--- src/rtl/pipe_ctrl_pkg.sv ---
// Shared definitions for the pipeline sequencing controller: memory-access
// FSM encoding and the hardwired-zero register index.
package pipe_ctrl_pkg;

    typedef enum logic [1:0] {
        ST_IDLE = 2'd0,   // no data-memory access outstanding
        ST_WAIT = 2'd1,   // request issued, waiting for the ack pulse
        ST_DONE = 2'd2    // ack seen; pipeline advances at the end of this cycle
    } mem_state_e;

    // Register r0 is hardwired to zero, so a load targeting it never creates a hazard.
    localparam logic [4:0] REG_ZERO = 5'd0;

endpackage

--- src/rtl/load_use_detect.sv ---
// Combinational load-use hazard compare: the load in EX writes a register
// that the instruction in ID reads.
module load_use_detect
    import pipe_ctrl_pkg::*;
(
    input  logic       idex_mem_read_i,
    input  logic [4:0] idex_rt_i,
    input  logic [4:0] ifid_rs_i,
    input  logic [4:0] ifid_rt_i,
    output logic       hazard_o
);

    // Hazard only for a real (non-r0) load destination matching either ID source.
    always_comb begin
        hazard_o = idex_mem_read_i
                 && (idex_rt_i != REG_ZERO)
                 && ((idex_rt_i == ifid_rs_i) || (idex_rt_i == ifid_rt_i));
    end

endmodule

--- src/rtl/pipe_hazard_ctrl.sv ---
// Pipeline sequencing controller for the 5-stage core. Generates stall,
// bubble and flush controls from load-use hazards, taken branches and a
// req/ack data-memory handshake that freezes the whole pipeline.
module pipe_hazard_ctrl
    import pipe_ctrl_pkg::*;
#(
    parameter int CNT_W       = 16,
    parameter int TIMEOUT_CYC = 255
) (
    input  logic             clk_i,
    input  logic             rst_n_i,
    input  logic [4:0]       ifid_rs_i,
    input  logic [4:0]       ifid_rt_i,
    input  logic             idex_memRead_i,
    input  logic [4:0]       idex_rt_i,
    input  logic             branch_taken_i,
    input  logic             exmem_memRead_i,
    input  logic             exmem_memWrite_i,
    input  logic             mem_ack_i,
    output logic             mem_req_o,
    output logic             pc_stall_o,
    output logic             ifid_stall_o,
    output logic             idex_stall_o,
    output logic             exmem_stall_o,
    output logic             memwb_stall_o,
    output logic             ifid_flush_o,
    output logic             idex_bubble_o,
    output logic [CNT_W-1:0] stall_cnt_o,
    output logic             mem_timeout_o
);

    localparam int                TMO_W   = $clog2(TIMEOUT_CYC + 1);
    localparam logic [TMO_W-1:0]  TMO_MAX = TMO_W'(TIMEOUT_CYC);

    mem_state_e       state_q, state_d;
    logic [TMO_W-1:0] tmo_cnt_q, tmo_cnt_d;
    logic             timeout_q, timeout_d;
    logic [CNT_W-1:0] stall_cnt_q, stall_cnt_d;

    logic access;
    logic freeze;
    logic hazard;

    load_use_detect u_load_use_detect (
        .idex_mem_read_i (idex_memRead_i),
        .idex_rt_i       (idex_rt_i),
        .ifid_rs_i       (ifid_rs_i),
        .ifid_rt_i       (ifid_rt_i),
        .hazard_o        (hazard)
    );

    // Memory access request and the resulting whole-pipeline freeze.
    always_comb begin
        access = exmem_memRead_i | exmem_memWrite_i;
        freeze = ((state_q == ST_IDLE) && access) || (state_q == ST_WAIT);
    end

    // Memory FSM next state; access is ignored in DONE since the same instruction is still in MEM.
    always_comb begin
        // NOTE: every variable written here gets a default first so no path leaves it unassigned (no latch).
        state_d = state_q;
        unique case (state_q)
            ST_IDLE: if (access)    state_d = mem_ack_i ? ST_DONE : ST_WAIT;
            ST_WAIT: if (mem_ack_i) state_d = ST_DONE;
            ST_DONE:                state_d = ST_IDLE;
            default:                state_d = ST_IDLE;
        endcase
    end

    // WAIT-cycle counter (cleared outside WAIT) and sticky timeout flag.
    always_comb begin
        tmo_cnt_d = '0;
        timeout_d = timeout_q;
        if ((state_q == ST_WAIT) && !mem_ack_i) begin
            tmo_cnt_d = (tmo_cnt_q == TMO_MAX) ? tmo_cnt_q : tmo_cnt_q + TMO_W'(1);
            if (tmo_cnt_d == TMO_MAX) begin
                timeout_d = 1'b1;
            end
        end
    end

    // Output priority: freeze > load-use > branch flush; everything forced low in reset.
    always_comb begin
        mem_req_o     = 1'b0;
        pc_stall_o    = 1'b0;
        ifid_stall_o  = 1'b0;
        idex_stall_o  = 1'b0;
        exmem_stall_o = 1'b0;
        memwb_stall_o = 1'b0;
        ifid_flush_o  = 1'b0;
        idex_bubble_o = 1'b0;
        if (rst_n_i) begin
            mem_req_o = freeze;
            if (freeze) begin
                pc_stall_o    = 1'b1;
                ifid_stall_o  = 1'b1;
                idex_stall_o  = 1'b1;
                exmem_stall_o = 1'b1;
                memwb_stall_o = 1'b1;
            end else if (hazard) begin
                pc_stall_o    = 1'b1;
                ifid_stall_o  = 1'b1;
                idex_bubble_o = 1'b1;
            end else if (branch_taken_i) begin
                ifid_flush_o  = 1'b1;
            end
        end
    end

    // Saturating count of cycles with the PC held.
    always_comb begin
        stall_cnt_d = stall_cnt_q;
        if (pc_stall_o && (stall_cnt_q != '1)) begin
            stall_cnt_d = stall_cnt_q + CNT_W'(1);
        end
    end

    // State, counters and timeout flag registers.
    always_ff @(posedge clk_i or negedge rst_n_i) begin
        if (!rst_n_i) begin
            state_q     <= ST_IDLE;
            tmo_cnt_q   <= '0;
            timeout_q   <= 1'b0;
            stall_cnt_q <= '0;
        end else begin
            // NOTE: non-blocking assignments so every flop samples the pre-edge values.
            state_q     <= state_d;
            tmo_cnt_q   <= tmo_cnt_d;
            timeout_q   <= timeout_d;
            stall_cnt_q <= stall_cnt_d;
        end
    end

    assign stall_cnt_o   = stall_cnt_q;
    assign mem_timeout_o = timeout_q;

endmodule

--- config.mk ---
export PLATFORM = sky130hd
export DESIGN_NAME = pipe_hazard_ctrl
export DESIGN_NICKNAME = d
export VERILOG_FILES = /design/src/rtl/pipe_ctrl_pkg.sv /design/src/rtl/load_use_detect.sv /design/src/rtl/pipe_hazard_ctrl.sv
export SDC_FILE = /design/constraint.sdc
export NUM_CORES = 1
export LEC_CHECK = 0
export ABC_AREA = 1
export CAP_MARGIN = 20
export CORE_MARGIN = 10
export CORE_UTILIZATION = 53
export DETAILED_ROUTE_END_ITERATION = 7
export GPL_TIMING_DRIVEN = 0
export PLACE_DENSITY = 0.89
export SYNTH_ARGS = -nofsm -noshare
export SYNTH_HDL_FRONTEND = slang
export SYNTH_HIERARCHICAL = 1
export SYNTH_SLANG_ARGS = --single-unit
--- constraint.sdc ---
create_clock -name clk_i -period 2.1 [get_ports clk_i]
set_input_delay 0.21 -clock clk_i [delete_from_list [all_inputs] [get_ports clk_i]]
set_output_delay 0.21 -clock clk_i [all_outputs]
set_load 0.01 [all_outputs]
# Yosys cells after proc, flatten, opt, wreduce, memory -nomap -nowiden
# Index checks and enable logic that the tools add are counted.
# op_classes
reduce_logical	12
n_bitwise	1
n_addsub	2
n_eq_ne	8
mux	18
# op_table
cell	count
$add A16 B1 Y16 const B	1
$eq A8 B8 Y1 const B	2
$mux W8	2
$ne A16 B16 Y1 const B	1
$mux W1	12
$eq A5 B5 Y1	2
$add A8 B1 Y8 const B	1
$mux W2	3
$logic_and A1 B1 Y1	5
$reduce_bool A5 Y1	1
$ne A2 B2 Y1 const B	2
$pmux W2 S2	1
$reduce_and A2 Y1	2
$eq A2 B1 Y1 const B	1
$logic_not A2 Y1	1
$logic_or A1 B1 Y1	2
$logic_not A1 Y1	1
$or A1 B1 Y1	1
# totals
elab_cells	45
in_bits	22
regBits	27

# Longest topological paths before layout
# logic_depth
word_depth	7
ltp_mapped	13
ltp_nobuf	12

# By module
# The synthesis kept the hierarchy.
# by_module_without_submodules
mod	area_each_um2	n_inst	cells_each
pipe_hazard_ctrl	1624.1	1	215
load_use_detect	195.2	1	45

# Least setup slack after synthesis
# No wires, ideal clock.
# synth_timing
kind	register to register
start	reg stall_cnt_q[0] (netlist: stall_cnt_o[0])
end	reg stall_cnt_q[4] (netlist: stall_cnt_o[4])
required_ns	1.980
setup_ns	0.120
path_stages_with_launch	10
synth_period_minus_slack_ns	1.500
setup_slack_ns	0.600
n_path_buf	1
arrival_time_ns	1.379
path_cell_list	dfrtp_1 > ha_1 > nand3_1 > inv_2 > nand4_2 > nand2_4 > inv_4 > buf_6 > nand3b_1 > nand2_1
# synth_via
elab_chain_cells	2
# synth_lines
item	line_no	text
start: declaration	pipe_hazard_ctrl.sv:38	logic [CNT_W-1:0] stall_cnt_q, stall_cnt_d;
start signal: assignment	pipe_hazard_ctrl.sv:130	stall_cnt_q <= stall_cnt_d;
branches (longest 2 deep; another with $add A16 B1 Y16)	--	
# Parallel ways; which one is timed is not known.
# A chain may end at the register's enable or synchronous reset.

# Final worst setup path
# layout_timing
start	in idex_rt_i[0]
end	out ifid_stall_o
# layout_via
elab_chain_cells	6
# layout_lines
item	line_no	text
start: declaration	pipe_hazard_ctrl.sv:15	input logic [4:0] idex_rt_i,
$eq A5 B5 Y1 / $reduce_bool A5 Y1 (equally long branches)	load_use_detect.sv:17, load_use_detect.sv:16	
$logic_or A1 B1 Y1 / $logic_and A1 B1 Y1 (equally long branches)	load_use_detect.sv:17, load_use_detect.sv:16	
$logic_and A1 B1 Y1 *	load_use_detect.sv:17	&& ((idex_rt_i == ifid_rs_i) || (idex_rt_i == ifid_rt_i));
net hazard	pipe_hazard_ctrl.sv:42	logic hazard;
$mux W1 *	pipe_hazard_ctrl.sv:100	end else if (hazard) begin
$mux W1 *	pipe_hazard_ctrl.sv:94	if (freeze) begin
$mux W1 *	pipe_hazard_ctrl.sv:92	if (rst_n_i) begin
end: declaration	pipe_hazard_ctrl.sv:22	output logic ifid_stall_o,
# Mark *: on every way through the listed nets, which the timed path passes. The rest lies on a longest branch.

==> summary.txt <==
Finish
  – Ant. Diodes: 0
  – Layout area overhead: 33.4%
  – Multi-input gate area: ~970 um^2
  – Post-Layout Inst Area: around 0.0024 mm^2
  – FF+latch area: 676 um^2
  – Filler instances: 270
  – Nets: approximately 340
  – Layout cells sized above 1: 11.5%

Worst setup path
  – Worst Setup End Kind: output port
  – Setup CP Type: in2out
  – Worst Setup Start Kind: primary input
  – CP Max Fanout: 3
  – CP Data Arrival Time: 1.76 ns
  – Worst path required time: 1.89 ns

Power and ir drop
  – Sequential power share: 46.9%
  – PwrDens: around 600 mW/mm^2
  – Net switching power: 501 uW
  – LEAKAGE: 1.11 nW
  – Pint: 958 uW
  – Total Power: 1.46 mW
  – Net Sw Frac: 34.3%
  – Clk pwr share: 15.6%
  – Comb power frac: a little under two fifths
  – Maximum vdd drop: 0.000437 V

Logic synthesis
  – Share of the synthesized area in the top cell type: 37.1%
  – Synthesized cell area: 0.00182 mm^2
  – Yosys warning total: 6
  – Predominant post-synthesis flop cell: dfrtp_1
  – Mapped Nets: 284
  – Distinct cell type count after synthesis: 29
  – Part of the Yosys area used for sequential elements: 37.1%
  – EDFF count, synth: 0
  – Top cell type by total area after synthesis: dfrtp_1
  – Yosys reg bits: 27
  – Synth cell count leaders: nand2_1, inv_1, nor2_1
  – Syn Area/Cell: around 7 um^2
  – Post-synthesis cell count: 260
  – Most common cell in the netlist: nand2_1
  – Synth area leaders: dfrtp_1, nand2_1, nand3_1
  – Async SR Flop Fraction: 100%

Floorplanning
  – IO Pins: 47
  – Die width: about 79 um
  – Core Rows: 21
  – Starting Density: 54.5%
  – Die ar.: around 0.006 mm^2
  – Core area: 0.00334 mm^2
  – Die Ht: 78.6 um

Timing
  – Tightest Pin Transition: 0.529 ns
  – RSZ-0062 raised after global routing: false
  – Final Max Tran Viols: 0
  – Final min period: 1.97 ns
  – # setup viols final: 0
  – Top achievable clock speed: 506 MHz
  – Final worst path period share: between 90% and 100%
  – Slew margin rel.: 64.6%
  – Post-Route Skew: ~0.0046 ns
  – Final hold viol count: 0

Global route
  – First-pass GRT wire length: 8.08 mm
  – Number of global-route vias before repair: 1753
  – Total track usage: 15.9%
  – Initial antenna violation count: 0
  – Largest net degree at the start of global routing: 17
  – Grt ovf: 0

Clock tree
  – CTS sink count: 27
  – CTS Buf Count: 3
  – Buffer levels on the longest clock path: 2
  – CTS H-tree depth: 1
  – Clk pin slew, worst setup/hold paths: 0.14 ns
  – Clock root buffer: clkbuf_4
  – TritonCTS clock tree: done
  – Clk_lat worst skew: around 0.33 ns

Placement
  – GPL Wtd Cong: 0.849
  – Final HPWL DP: about 3.7 mm
  – Port buffer count: 46
  – Placed cell areas: 0.00236 mm^2

Drt
  – Router iterations before antenna repair: 4
  – Via Count: 1794
  – Avg WL per Cell: 13.2 um
  – Antenna Nets Post-Route: 0
  – Vias/cell: 4.98
  – Drc violations: 0
  – Routed WL: 4.77 mm
  – DR iter-0 viols: 84

Run status
  – Status: finished, final reports clean

Run
  – Max_cap viols: 0

Min path
  – Hold Crit Class: in2reg
## power by group through the flow
stage | clock (mW) | sequential, mW | combinational (mW)
6_report | 0.227 | 0.684 | 0.548
5_1_grt | 0.245 | 0.695 | 0.605
4_1_cts | 0.231 | 0.682 | 0.548
3_5_place_dp | 0 | 0.688 | 0.543
3_3_place_gp | 0 | 0.689 | 0.526
2_1_floorplan | 0 | 0.705 | 0.244
## path summary, 6_finish.rpt
kind | startpoint | end | slack (ns) | cells past startpoint
setup / recovery | idex_rt_i[0] | ifid_stall_o | 0.13 | 10
hold / removal | mem_ack_i | state_q[0]$_DFFE_PN0P_ | 0.42 | 2
setup reg to reg | stall_cnt_o[0]$_DFFE_PN0P_ | stall_cnt_o[4]$_DFFE_PN0P_ | 0.43 | 9
hold reg to reg | mem_timeout_o$_DFFE_PN0P_ | mem_timeout_o$_DFFE_PN0P_ | 0.49 | 2
max in group asynchronous | rst_n_i | stall_cnt_o[3]$_DFFE_PN0P_ | 1.21 | 2
min in group asynchronous | rst_n_i | stall_cnt_o[14]$_DFFE_PN0P_ | 0.54 | 2
## placed cells by master (no fill, tap or decap), types with 5 or more instances in the layout
cell	count
buf_4	7
clkdlybuf4s50_1	40
dfrtp_1	27
inv_1	28
inv_2	6
nand2_1	86
nand3_1	22
nor2_1	27
o21ai_0	5
xnor2_1	9
xor2_1	8
## stage by stage
stage	instances	setup slack (ns)	hold WS [ns]	setup TNS [ns]	util (%)
4_1_cts	360	0.00789	0.419	0	72.4
3_5_place_dp	353	-0.501	0.461	-4.26	70.9
3_3_place_gp	352	-0.952	0.450	-15.21	70.0
2_1_floorplan	260	0.600	-0.0856	0	-
6_report	360	0.125	0.421	0	72.7
5_1_grt	360	0.0305	0.436	0	72.7
## routing by layer
layer	GRT usage (%)	vias up	routed length, um	share of wire [%]
met5	0	-	0	0
met4	7.71	0	120	2.5
met3	3.42	13	262	5.5
met2	28.0	55	2410	51
met1	17.7	816	1970	41
li1	-	910	-	-
## repair_timing
| action | 4_1_cts | 5_1_grt |
|---|---|---|
| hold buffers | 2 | 0 |
| setup buffers | 1 | 0 |
| setup endpoints to repair | 8 | 7 |
| hold endpoints to repair | 11 | 0 |
| gates resized for setup | 8 | 11 |
| pin swaps | 1 | 0 |
| gates cloned | 0 | 0 |
## critical path, cell delays in order
cell and delay [ns]:
clkdlybuf4s50_1 0.53, inv_2 0.05, nand2_1 0.06, nand2_1 0.05
nor2_1 0.13, nand3_1 0.10, a21oi_2 0.16, inv_2 0.07
a21oi_4 0.15, clkdlybuf4s15_1 0.26
## area by class of cell
type / count / area share, %
timing repair buffer: 50 / 21.0
buffer: 7 / 2.22
sequential: 27 / 27.8
inverter: 35 / 5.52
tap: 46 / 2.37
clock buffer: 4 / 1.08
multi-input combinational: 191 / 39.9
## state kept, by name (all words and copies together) (netlist names)
name	flops
stall_cnt_o	16
tmo_cnt_q	8
mem_timeout_o	1
state_q	2
## logic make-up (layout without fill, tap and decap cells)
group | after synthesis | count (layout) | synth area share, %
compound gates | 19 | 19 | 7.08
flops | 27 | 27 | 37.1
buf+inv | 42 | 96 | 10.3
fa+ha+maj | 2 | 2 | 1.38
simple gates | 153 | 153 | 35.9
xor+xnor | 17 | 17 | 8.18
Note: power is estimated with default switching activity, not from simulation.
==> RTL edit 1, RTL diff (same flow settings) <==
The parameter `CNT_W` goes from 16 to 32.
--- a/src/rtl/pipe_hazard_ctrl.sv
+++ b/src/rtl/pipe_hazard_ctrl.sv
@@ -6,3 +6,3 @@
 #(
-    parameter int CNT_W       = 16,
+    parameter int CNT_W       = 32,
     parameter int TIMEOUT_CYC = 255
Interface: changed (resized stall_cnt_o); port bits go from 47 to 63. The function was not compared with the original's and may differ.
==> RTL edit 1 against the unedited design <==
  * Cell area up 62%
  * Largest cell class unchanged
  * Synthesized cell count up 79%
  * Power up 46%
  * Synthesized area up 66%
  * Via count up 78%
  * Die area up 48%
  * Core utilization down 1.4 points
  * Sequential share of layout area down 0.44 points
  * Register-to-register slack worse by 0.25 ns
  * Wire length up 81%
  * Cell count up 70%
  * Sequential power up 39%
  * Sequential cell count up 16
  * Setup slack worse by 0.042 ns
==> RTL edit 1: results (changes against the unedited design) <==
Pwr
  – Leakage dissipation: 0.00183 uW (+64%)
  – Worst supply voltage drop on vdd: 0.000380 V (-13%)
  – Net switching power of the design: 629 uW (+26%)

Final layout
  – Largest register FFs: 32 (+16)
  – Area used by sequential logic in the layout: 1080 sq um (+59%)
  – Final cell area excluding filler cells: 3930 sq um (+62%)
  – Layout Nets: 563 (+66%)
  – Clock Network Area Fraction: 0.0300 (+0.0191)
  – Share of final-layout standard cells stronger than drive strength 1: 0.0889 (-0.0258)
  – Signal buf overhead: 0.197 (-0.0357)
  – Multi-input gate area: 1720 sq um (+78%)
  – Layout clock buffers: 6 (+2)
  – Buffer count excluding the clock tree in the final layout: 77 (+35%)
  – Inverters: 38 (+8.6%)
  – Count of multi-input gates: 374 (+96%)

Critical path
  – Path depth of the worst reg2reg path: 11 (+2)
  – Worst reg2reg path endpoint: stall_cnt_o[22]
  – CP endpoint: idex_bubble_o
  – Launch point of the worst path: idex_rt_i[1]
  – Register-to-register path setup slack: 0.18 ns (-0.25 ns)
  – CP Data Arrival Time: 1.81 ns (+0.05 ns)

CTS
  – Number of buffers inserted during clock tree synthesis: 5 (+2)
  – Clock insertion delay at the later pin of the skew report: 0.30 ns (-0.03 ns)
  – Hold-fix buffers at CTS: 3 (+1)
  – Clock transition at the register clock pins on the worst setup and hold paths after CTS: 0.09 ns (-0.05 ns)
  – Resize count post-CTS: 6 (-2)
  – Number of sinks driven by the clock tree: 43 (+59%)

Place
  – Placement-stage worst setup slack: -0.427 ns (+0.0742 ns)
  – Area post-placement: 3750 sq um (+59%)
  – Buffers added on ports: 62 (+35%)
  – Placed insts: 600 (+70%)

STA
  – Final Critical Period: 2.02 ns (+0.0424 ns)
  – Setup clock skew after layout: 0.0104 ns (+0.00573 ns)
  – Final hold slack: 0.474 ns (+0.0531 ns)
  – Tightest Pin Transition: 0.764 ns (+0.236 ns)

Routing
  – TritonRoute pass-1 iters: 5 (+1)
  – Via count: 3185 (+78%)
  – Metal1 wirelength: 3.55 mm (+80%)
  – DRC violation total after the first TritonRoute iteration: 215 (+160%)
  – Routed length on met3: 716 um (+170%)
  – Average detailed-routed wire length per instance: 14.1 um (+6.4%)
  – Detailed Route WL: 8.62 mm (+81%)

Yosys
  – Post-synth cell types: 30 (+3.4%)
  – Dominant cells by area after synthesis: dfrtp_1 36%, nand2_1 27%, nor2_1 8.1%
  – Sequential fraction of the synthesis area: 0.356 (-0.0156)
  – Post-synthesis average cell area: 6.50 sq um (-7.1%)

Min path
  – Hold wc startpoint: mem_timeout_o
  – Min-Delay Endpoint: mem_timeout_o

Global routing
  – Met3 global-route usage: 0.0416 (+0.00747)
  – Global-route wire length before repair: 14.2 mm (+76%)
  – Met1 track utilization from global routing: 0.231 (+0.0537)
  – Met2 track demand over resource: 0.335 (+0.0550)
  – Maximum number of pins on one net before global-route repair: 27 (+10)

Outcome
  – Outcome: complete, no violations
[RTL edit 1: cell count changes after synthesis, sizes merged, moves of 15 or more]
cell and change:
dfrtp +16, nor2 +42, nand3b +15, nand2 +136
[RTL edit 1: worst register-to-register path: stages, from the launching register on]
cell,delay (ns)
dfrtp_1,0.47
ha_1,0.27
inv_1,0.10
nor2_2,0.15
nand2_2,0.11
nor2_4,0.16
nand2_4,0.09
nand2_8,0.11
inv_6,0.06
buf_8,0.14
nand2_1,0.08
nand2_1,0.05
[RTL edit 1: power by group through the flow]
stage | clock network (uW) | registers (uW) | logic (uW)
2_1_floorplan | 0 | 971 | 233
4_1_cts | 689 | 953 | 498
3_5_place_dp | 0 | 969 | 488
5_1_grt | 729 | 961 | 549
6_report | 675 | 954 | 501
3_3_place_gp | 0 | 961 | 465
[RTL edit 1: cell families after synthesis]
logic type	synth area share
and+or+nand+nor	0.477
buffers and inverters	0.0757
DFF	0.356
AOI/OAI and AO/OA	0.0343
xor gates and xnor gates	0.0488
adders and majority gates	0.00827
==> RTL edit 2, RTL diff (same flow settings) <==
Made on the original files. Put one more register stage on the output `stall_cnt_o`. The value now appears one clock later. The other outputs are not delayed to match.
--- a/src/rtl/pipe_hazard_ctrl.sv
+++ b/src/rtl/pipe_hazard_ctrl.sv
@@ -133,3 +133,5 @@
 
-    assign stall_cnt_o   = stall_cnt_q;
+    always_ff @(posedge clk_i) begin
+        stall_cnt_o <= stall_cnt_q;
+    end
     assign mem_timeout_o = timeout_q;
Check against the original RTL: not equivalent (Yosys sat finds a counterexample within 4 cycles, from zero or initial values and one cycle with rst_n_i low).
==> RTL edit 2 against the unedited design <==
  * Wire length increased by 3.2%
  * Power up 50%
  * Sequential cell count grew 16
  * Cell area is 18% higher
  * Synthesized area is 17% higher
  * Setup slack lost 0.0097 ns
  * Via count increased by 11%
  * Largest power group unchanged
  * Highest routed layer unchanged
==> RTL edit 2: results (changes against the unedited design) <==
CTS
  – Clock H-tree levels: 2 (+1)
  – Clock transition at the register clock pins on the worst setup and hold paths after CTS: 0.08 ns (-0.06 ns)
  – Clock insertion delay at the later pin of the skew report: 0.30 ns (-0.03 ns)
  – Number of buffers inserted during clock tree synthesis: 5 (+2)
  – Root buffer cell: clkbuf_8
  – Clock Path Buffers: 2 (unchanged)

Routing
  – Via density per instance: 4.92 (-1.3%)
  – Met2 layer wire length in the routed design: 2.44 mm (+0.95%)
  – DRC violation total after the first TritonRoute iteration: 128 (+52%)
  – Routed length on met3: 324 um (+24%)
  – TritonRoute pass-1 iters: 4 (unchanged)
  – Post-route DRC: 0 (unchanged)
  – Uppermost metal layer occupied by signal nets: met4
  – Metal1 wirelength: 2.05 mm (+4.3%)
  – Average detailed-routed wire length per instance: 12.2 um (-7.8%)

Pwr
  – Worst supply voltage drop on vdd: 0.000350 V (-20%)
  – Leakage dissipation: 0.00139 uW (+25%)

Yosys
  – Number of nets in the synthesized netlist: 314 (+11%)
  – Proportion of synthesized flip-flops having asynchronous set or reset: 0.628 (-0.372)
  – Dominant cells by area after synthesis: dfrtp_1 32%, nand2_1 18%, dfxtp_1 15%
  – Number of warning messages in the yosys log: 6 (unchanged)
  – Top_reg_cell synth: dfrtp_1
  – Post-synth cell types: 26 (-10%)
  – Sequential fraction of the synthesis area: 0.467 (+0.0955)
  – Most used standard cells in the synthesized netlist: 100 x nand2_1, 33 x inv_1, 33 x nor2_1

Critical path
  – CP Data Arrival Time: 1.77 ns
  – Path depth of the worst reg2reg path: 9 (unchanged)
  – Largest fanout on the critical path: 2 (-1)

Final layout
  – Largest registers in the final layout: stall_cnt_o: 16 flops, stall_cnt_q: 16 flops, tmo_cnt_q: 8 flops
  – Count of antenna diodes in the layout: 0 (unchanged)
  – Number of fill cells in the layout: 304 (+13%)
  – Layout Nets: 376 (+11%)
  – Share of final-layout standard cells stronger than drive strength 1: 0.102 (-0.0127)

Min path
  – WHS Path Cells: 0 (-2)
  – Classification of the worst-slack hold path: register to register

Place
  – Buffers added on ports: 46 (unchanged)
  – Area post-placement: 2670 sq um (+13%)
  – Weighted congestion reported at the end of routability-driven placement: 0.898 (+5.7%)
  – DP Wirelength: 3.59 mm (-2.1%)

STA
  – Max_slew headroom: 0.446 (-0.200)
  – Setup clock skew after layout: 0.00750 ns (+0.00286 ns)
  – Count of pins over their slew limit: 0 (unchanged)

Global routing
  – GRT Overall Usage: 0.138 (-0.0205)
  – Initial antenna violation count: 0 (unchanged)
  – Global-route wire length before repair: 8.26 mm (+2.2%)
  – Maximum number of pins on one net before global-route repair: 20 (+3)
  – Via count of the first global-routing pass: 1911 (+9.0%)

Outcome
  – Outcome: complete, no violations
==> RTL edit 2: timing repair <==
action / 4_1_cts / 5_1_grt
hold buffers: 2 / 0
pin swaps: 5 / 6
gates resized for setup: 19 / 5
endpoints found under the setup margin: 8 / 20
setup buffers: 6 / 2
cloned: 0 / 1
hold endpoints to repair: 8 / 0
==> RTL edit 2: where the power goes <==
group          leakage (uW)  internal [uW]  switching [uW]
registers          0.000490            951             102
clock network     0.0000581            354             277
logic              0.000846            263             240
total               0.00139           1570             620
==> RTL edit 2: worst paths after layout <==
| kind | start | endpoint | slack [ns] |
|---|---|---|---|
| setup reg to reg | stall_cnt_q[0] | stall_cnt_q[10] | 0.27 |
| hold / removal | stall_cnt_q[14] | stall_cnt_o[14] | 0.42 |
| max in group asynchronous | rst_n_i | tmo_cnt_q[5] | 0.79 |
| hold reg to reg | stall_cnt_q[14] | stall_cnt_o[14] | 0.42 |
| min in group asynchronous | rst_n_i | stall_cnt_q[8] | 0.51 |
| setup / recovery | ifid_rt_i[0] | idex_bubble_o | 0.12 |
==> RTL edit 2: stage by stage <==
stage,cells,setup slack (ns),util
final,403,0.115,0.726
after global routing,403,-0.00916,0.726
after CTS,403,-0.0571,0.724
after detailed placement,387,-0.454,0.678
after global placement,386,-0.933,0.674
after floorplan,290,0.489,-
==> RTL edit 2: cell families (layout without fill, tap and decap cells) <==
| kind of cell | Yosys count | count (layout) | share of synthesized area |
|---|---|---|---|
| flip-flops | 43 | 43 | 0.467 |
| buffers and inverters | 46 | 109 | 0.0956 |
| XOR/XNOR | 14 | 14 | 0.0575 |
| adder cells (fa/ha/maj) | 2 | 2 | 0.0117 |
| AO/OA/AOI/OAI | 15 | 15 | 0.0405 |
| AND/OR/NAND/NOR | 170 | 170 | 0.328 |
==> RTL edit 2: worst max-delay path, cell delays in order <==
cell and delay, ns:
clkdlybuf4s50_1 0.41, xor2_1 0.14, nor2_1 0.11, nand3_1 0.11, a21oi_2 0.15, inv_2 0.06
buf_4 0.13, nor3_1 0.15, dlygate4sd2_1 0.29
==> RTL edit 2: final cells by class <==
cell class | count | share of cell area
sequential | 43 | 0.348
clock buffer | 5 | 0.0240
tap | 50 | 0.0219
buffer | 8 | 0.0240
timing repair buffer | 55 | 0.186
inverter | 38 | 0.0498
clock inverter | 3 | 0.0153
multi-input combinational | 201 | 0.331
==> RTL edit 2: routing by layer <==
| layer | vias up | track usage |
|---|---|---|
| met2 | 58 | 0.239 |
| li1 | 1016 | - |
| met1 | 902 | 0.148 |
| met3 | 7 | 0.0518 |
| met4 | 0 | 0.0578 |
| met5 | - | 0 |
